<file path="config.mk">
export PLATFORM = sky130hd
export DESIGN_NAME = c2_share_arbiter
export DESIGN_NICKNAME = d
export VERILOG_FILES = /design/src/rtl/c2_share_arbiter.sv
export SDC_FILE = /design/constraint.sdc
export NUM_CORES = 1
export LEC_CHECK = 0
export CAP_MARGIN = 10
export CORE_MARGIN = 3
export CORE_UTILIZATION = 48
export CTS_BUF_LIST = sky130_fd_sc_hd__clkbuf_16
export DETAILED_ROUTE_END_ITERATION = 10
export GPL_TIMING_DRIVEN = 0
export PLACE_DENSITY = 0.87
export SLEW_MARGIN = 20
export SYNTH_ARGS = -nofsm -noshare
export SYNTH_HDL_FRONTEND = slang
export SYNTH_SLANG_ARGS = --single-unit
</file>
<file path="constraint.sdc">
create_clock -name clk -period 3.09 [get_ports clk]
set_clock_uncertainty 0.15 [all_clocks]
set_input_delay 0.618 -clock clk [delete_from_list [all_inputs] [get_ports clk]]
set_output_delay 0.618 -clock clk [all_outputs]
set_load 0.01 [all_outputs]
</file>
<file path="src/rtl/c2_share_arbiter.sv">
// c2_share_arbiter: round-robin arbiter that shares one C2-style 4:1 mux
// between four requesters. It drives the mux select pins A1/B1/A0/B0,
// captures the selected word and hands it downstream with valid/ready.
// Optional feature macro: C2ARB_LOCK_EN (burst lock with MAX_BURST limit).
module c2_share_arbiter #(
  parameter int SIZE      = 5,
  parameter int MAX_BURST = 4
) (
  input  logic            clk,
  input  logic            rst,
  input  logic [3:0]      req,
  input  logic [3:0]      lock,
  input  logic [SIZE-1:0] D0,
  input  logic [SIZE-1:0] D1,
  input  logic [SIZE-1:0] D2,
  input  logic [SIZE-1:0] D3,
  input  logic            out_ready,
  output logic [3:0]      gnt,
  output logic            A1,
  output logic            B1,
  output logic            A0,
  output logic            B0,
  output logic [SIZE-1:0] out_data,
  output logic            out_valid,
  output logic [3:0]      ack,
  output logic            busy
);

  typedef enum logic [1:0] {
    IDLE = 2'd0,
    SEL  = 2'd1,
    XFER = 2'd2
  } state_t;

  // First set request bit scanning last+1, last+2, last+3, last; {found, index}.
  function automatic logic [2:0] pick_winner(input logic [3:0] r, input logic [1:0] last);
    logic [2:0] res;
    logic [1:0] cand;
    res = 3'b000;
    for (int i = 1; i <= 4; i++) begin
      cand = last + 2'(i);
      if (!res[2] && r[cand]) begin
        res = {1'b1, cand};
      end else begin
        res = res;
      end
    end
    return res;
  endfunction

  // Pin pattern {A1,B1,A0,B0} for index k; B1 is never used.
  function automatic logic [3:0] pins_of(input logic [1:0] k);
    logic [3:0] p;
    case (k)
      2'd0:    p = 4'b0000;
      2'd1:    p = 4'b0011;
      2'd2:    p = 4'b1000;
      2'd3:    p = 4'b1011;
      default: p = 4'b0000;
    endcase
    return p;
  endfunction

  state_t          state_r, state_s;
  logic [3:0]      gnt_r, gnt_s;
  logic [3:0]      pins_r, pins_s;
  logic [SIZE-1:0] out_data_r, out_data_s;
  logic            out_valid_r, out_valid_s;
  logic [3:0]      ack_r, ack_s;
  logic [1:0]      last_r, last_s;
  logic [1:0]      win_r, win_s;
  logic            busy_r;

  logic [2:0]      idle_pick_s;
  logic [2:0]      next_pick_s;
  logic [1:0]      mux_sel_s;
  logic [SIZE-1:0] mux_out_s;
  logic            xfer_done_s;
  logic            regrant_s;

  assign idle_pick_s = pick_winner(req, last_r);
  // The requester just acknowledged may still hold req high; exclude it.
  assign next_pick_s = pick_winner(req & ~gnt_r, last_r);
  assign xfer_done_s = (state_r == XFER) && out_valid_r && out_ready;

  // Internal copy of the C2 mux: S = {A1|B1, A0&B0}, same as the external cell.
  always_comb begin
    mux_sel_s = {pins_r[3] | pins_r[2], pins_r[1] & pins_r[0]};
    case (mux_sel_s)
      2'd0:    mux_out_s = D0;
      2'd1:    mux_out_s = D1;
      2'd2:    mux_out_s = D2;
      2'd3:    mux_out_s = D3;
      default: mux_out_s = D0;
    endcase
  end

`ifdef C2ARB_LOCK_EN
  localparam int BW = $clog2(MAX_BURST) + 1;
  logic [BW-1:0] burst_r, burst_s;

  // Locked requester keeps the mux while its burst budget lasts.
  always_comb begin
    if (lock[win_r] && req[win_r] && (int'(burst_r) < (MAX_BURST - 1))) begin
      regrant_s = 1'b1;
    end else begin
      regrant_s = 1'b0;
    end
  end

  // Burst counter: counts locked re-grants, clears on IDLE or a new owner.
  always_comb begin
    burst_s = burst_r;
    if (state_r == IDLE) begin
      burst_s = '0;
    end else if (xfer_done_s) begin
      if (regrant_s) begin
        burst_s = burst_r + BW'(1);
      end else begin
        burst_s = '0;
      end
    end else begin
      burst_s = burst_r;
    end
  end

  // Burst counter register.
  always_ff @(posedge clk or negedge rst) begin
    if (!rst) begin
      burst_r <= '0;
    end else begin
      burst_r <= burst_s;
    end
  end
`else
  logic unused_lock_s;
  localparam int unused_max_burst_lp = MAX_BURST;
  assign unused_lock_s = ^lock;
  assign regrant_s     = 1'b0;
`endif

  // Sequencer next-state and output decode.
  always_comb begin
    state_s     = state_r;
    gnt_s       = gnt_r;
    pins_s      = pins_r;
    out_data_s  = out_data_r;
    out_valid_s = out_valid_r;
    ack_s       = 4'b0000;
    last_s      = last_r;
    win_s       = win_r;
    case (state_r)
      IDLE: begin
        if (idle_pick_s[2]) begin
          state_s = SEL;
          win_s   = idle_pick_s[1:0];
          gnt_s   = 4'b0001 << idle_pick_s[1:0];
          pins_s  = pins_of(idle_pick_s[1:0]);
        end else begin
          state_s = IDLE;
        end
      end
      SEL: begin
        out_data_s  = mux_out_s;
        out_valid_s = 1'b1;
        last_s      = win_r;
        state_s     = XFER;
      end
      XFER: begin
        if (xfer_done_s) begin
          ack_s       = gnt_r;
          out_valid_s = 1'b0;
          if (regrant_s) begin
            state_s = SEL;
          end else if (next_pick_s[2]) begin
            state_s = SEL;
            win_s   = next_pick_s[1:0];
            gnt_s   = 4'b0001 << next_pick_s[1:0];
            pins_s  = pins_of(next_pick_s[1:0]);
          end else begin
            state_s = IDLE;
            gnt_s   = 4'b0000;
            pins_s  = 4'b0000;
          end
        end else begin
          state_s = XFER;
        end
      end
      default: begin
        state_s     = IDLE;
        gnt_s       = 4'b0000;
        pins_s      = 4'b0000;
        out_valid_s = 1'b0;
      end
    endcase
  end

  // State and registered outputs; async reset discards any transfer in flight.
  always_ff @(posedge clk or negedge rst) begin
    if (!rst) begin
      state_r     <= IDLE;
      gnt_r       <= 4'b0000;
      pins_r      <= 4'b0000;
      out_data_r  <= '0;
      out_valid_r <= 1'b0;
      ack_r       <= 4'b0000;
      last_r      <= 2'd3;
      win_r       <= 2'd0;
      busy_r      <= 1'b0;
    end else begin
      state_r     <= state_s;
      gnt_r       <= gnt_s;
      pins_r      <= pins_s;
      out_data_r  <= out_data_s;
      out_valid_r <= out_valid_s;
      ack_r       <= ack_s;
      last_r      <= last_s;
      win_r       <= win_s;
      busy_r      <= (state_s != IDLE);
    end
  end

  assign gnt       = gnt_r;
  assign A1        = pins_r[3];
  assign B1        = pins_r[2];
  assign A0        = pins_r[1];
  assign B0        = pins_r[0];
  assign out_data  = out_data_r;
  assign out_valid = out_valid_r;
  assign ack       = ack_r;
  assign busy      = busy_r;

endmodule
</file>
==> impl_metrics.env <==
export IMPL_fp_dieW_um=59.7
export IMPL_grt_max_degree=24
export IMPL_crit_start="req[3]"
export IMPL_p_per_area_mw_per_mm2=998
export IMPL_min_path_type="register to register"
export IMPL_slew_viol_final=0
export IMPL_core_area_mm2=0.00261
export IMPL_setup_viol=0
export IMPL_worst_slew_pin_slew_ns=1.01
export IMPL_dieArea_mm2=0.00357
export IMPL_cts_tree="yes"
export IMPL_hold_start="out_data[1]$_DFFE_PN0P_"
export IMPL_max_slew_margin_rel=0.322
export IMPL_slowest_delay_ns=0.59
export IMPL_first_iter_violations=48
export IMPL_ys_warn_count=0
export IMPL_cts_hold_buf=0
export IMPL_first_pass_iters=4
export IMPL_yosysSeqAreaShare=0.417
export IMPL_p_leak_nw=0.768
export IMPL_synth_cells=131
export IMPL_cts_buffers=3
export IMPL_finalHoldViolCount=0
export IMPL_cp_depth=5
export IMPL_worstPathArrival_ns=2.51
export IMPL_wl_per_cell_um=18.7
export IMPL_crit_family="simple AND/OR/NAND/NOR gates"
export IMPL_drtAntennaViolNets=0
export IMPL_synthesis_nets=162
export IMPL_finalCritPeriodShare=0.816
export IMPL_fillerInstances=194
export IMPL_highest_layer="met4"
export IMPL_grt_overflow=0
export IMPL_vdd_ir_drop_max_v=0.000742
export IMPL_synth_edf_count=0
export IMPL_placedCellCount=205
export IMPL_async_flop_share=1.00
export IMPL_cts_path_max_buffers=2
export IMPL_grt_pass1_vias=1309
export IMPL_grtUsageTotal=0.235
export IMPL_ys_flop_type="dfrtp_1"
export IMPL_status="finished, final reports clean"
export IMPL_final_common_cell="clkdlybuf4s50_1"
export IMPL_met1Wirelength_mm=1.44
export IMPL_cts_root_buf="clkbuf_16"
export IMPL_rsz0062_at_grt="false"
export IMPL_area_growth_pct=40.3
export IMPL_clock_sinks=23
export IMPL_r2r_cells=4
export IMPL_cp_cell_sequence="clkdlybuf4s50_1, and2b_1, nor4_1, o21ai_2, mux2_1"
export IMPL_critical_path_class="primary input to register"
export IMPL_crit_fanout=8
export IMPL_antenna_found_initial=0
export IMPL_nNetsFinal=211
export IMPL_synth_avg_cell_area_um2=10.6
export IMPL_antenna_cells=0
export IMPL_drt_total_wl_mm=3.92
export IMPL_die_h_um=59.7
export IMPL_num_io_pins=50
export IMPL_mostFrequentLayoutCells="clkdlybuf4s50_1, dfrtp_1, nand2_1, nor2_1, a31oi_1"
export IMPL_r2r_start="last_r[1]$_DFFE_PN1P_"
export IMPL_clk_latency_ns=0.25
export IMPL_dpl_hpwl_mm=2.87
export IMPL_required_ns=3.08
export IMPL_endpoint_kind="register"
export IMPL_num_rows=18
export IMPL_startpoint_type="primary input"
export IMPL_htreeDepth=1
export IMPL_via_per_inst=6.26
export IMPL_drv_cap=0
export IMPL_syn_area_mm2=0.00139
export IMPL_dr_wl_met2_mm=2.07
export IMPL_synth_seq_cells=23
export IMPL_vias=1309
export IMPL_place_gp_congestion=1.02
export IMPL_post_route_cells_drive_above_1_share=0.179
export IMPL_crit_buf_inv=1
export IMPL_portBuffers=44
export IMPL_clkSlewWorstSetupHoldPaths_ns=0.06
export IMPL_drc_errors=0
export IMPL_fmax_mhz=397
export IMPL_hold_slack_ns=0.359
export IMPL_ys_types=48
export IMPL_post_cts_setup_buffer_count=0
export IMPL_whs_path_depth=1
export IMPL_post_cts_resized=0
export IMPL_initial_core_util=0.531
export IMPL_slowest_stage="clkdlybuf4s50_1"
export IMPL_setup_tns_ns=0
export IMPL_min_period_ns=2.52
export IMPL_instances_no_fill=209
export IMPL_wl_met3_um=311
export IMPL_grt_pass1_wl_mm=6.31
export IMPL_finalPower_w=0.00194
-- sequential cells by signal (all words and copies together), names as in the netlist --
| register | cells |
|---|---|
| win_r | 2 |
| last_r | 2 |
| out_data | 5 |
| busy | 1 |
| gnt | 4 |
| ack | 4 |
| state_r | 2 |
| pins_r | 2 |
| out_valid | 1 |
-- cell usage after synthesis, drive strengths merged, types with 2 or more instances --
library cell   n  share of area
nor2           9          0.024
mux4           5          0.081
mux2           7          0.057
o21a           2          0.011
nand3          4          0.014
nand2         10          0.029
nand2b         5          0.023
o211ai         2          0.011
o221ai         3          0.023
dfstp          2          0.038
nand3b         3          0.016
nor2b          7          0.033
a21oi          4          0.017
and2           3          0.014
buf            5          0.023
dfrtp         21           0.38
o21ai          6          0.027
inv            4          0.011
a21o           2          0.012
a31oi          8          0.041
clkbuf         2         0.0054
-- stage by stage --
stage	worst slack [ns]	area [um2]	utilization
after floorplan	1.23	1390	-
after global routing	0.487	1940	0.744
after global placement	0.404	1860	0.714
after detailed placement	0.363	1860	0.714
after CTS	0.622	1940	0.744
final	0.569	1940	0.744
-- kinds of logic after synthesis --
| logic type | synth area share |
|---|---|
| simple gates | 0.198 |
| compound gates | 0.198 |
| mux | 0.145 |
| other cells | 0.00270 |
| flops | 0.417 |
| buf+inv | 0.0397 |
-- per-layer routing --
layer,up-vias,global-route usage
met3,10,0.0410
met5,-,0
met2,75,0.390
met1,639,0.308
li1,585,-
met4,0,0.0823
-- path summary, 6_finish.rpt --
kind | to | slack (ns)
worst max-delay path | win_r[1]$_DFFE_PN0P_ | 0.57
worst min-delay path | out_data[1]$_DFFE_PN0P_ | 0.36
worst max register to register | gnt[0]$_DFFE_PN0P_ | 1.05
worst min register to register | out_data[1]$_DFFE_PN0P_ | 0.36
max in group asynchronous | win_r[1]$_DFFE_PN0P_ | 1.41
min in group asynchronous | gnt[0]$_DFFE_PN0P_ | 0.77
-- layout make-up --
| class | instances | area (um2) | share of cell area |
|---|---|---|---|
| plain buffers | 7 | 40.0 | 0.0206 |
| clock buffers | 3 | 75.1 | 0.0386 |
| clock inverters | 1 | 5.00 | 0.00257 |
| well taps | 30 | 37.5 | 0.0193 |
| multi-input cells | 97 | 753 | 0.387 |
| inverters | 4 | 15.0 | 0.00772 |
| flip-flops and latches | 23 | 578 | 0.297 |
| repair buffers | 44 | 440 | 0.227 |
-- power by group --
group,internal (W),total (W),switching (W),leakage [nW]
combinational,0.000552,0.00108,0.000528,0.448
clock,0.000174,0.000278,0.000104,0.0409
sequential,0.000448,0.000582,0.000134,0.279
(Power assumes the default switching activity.)
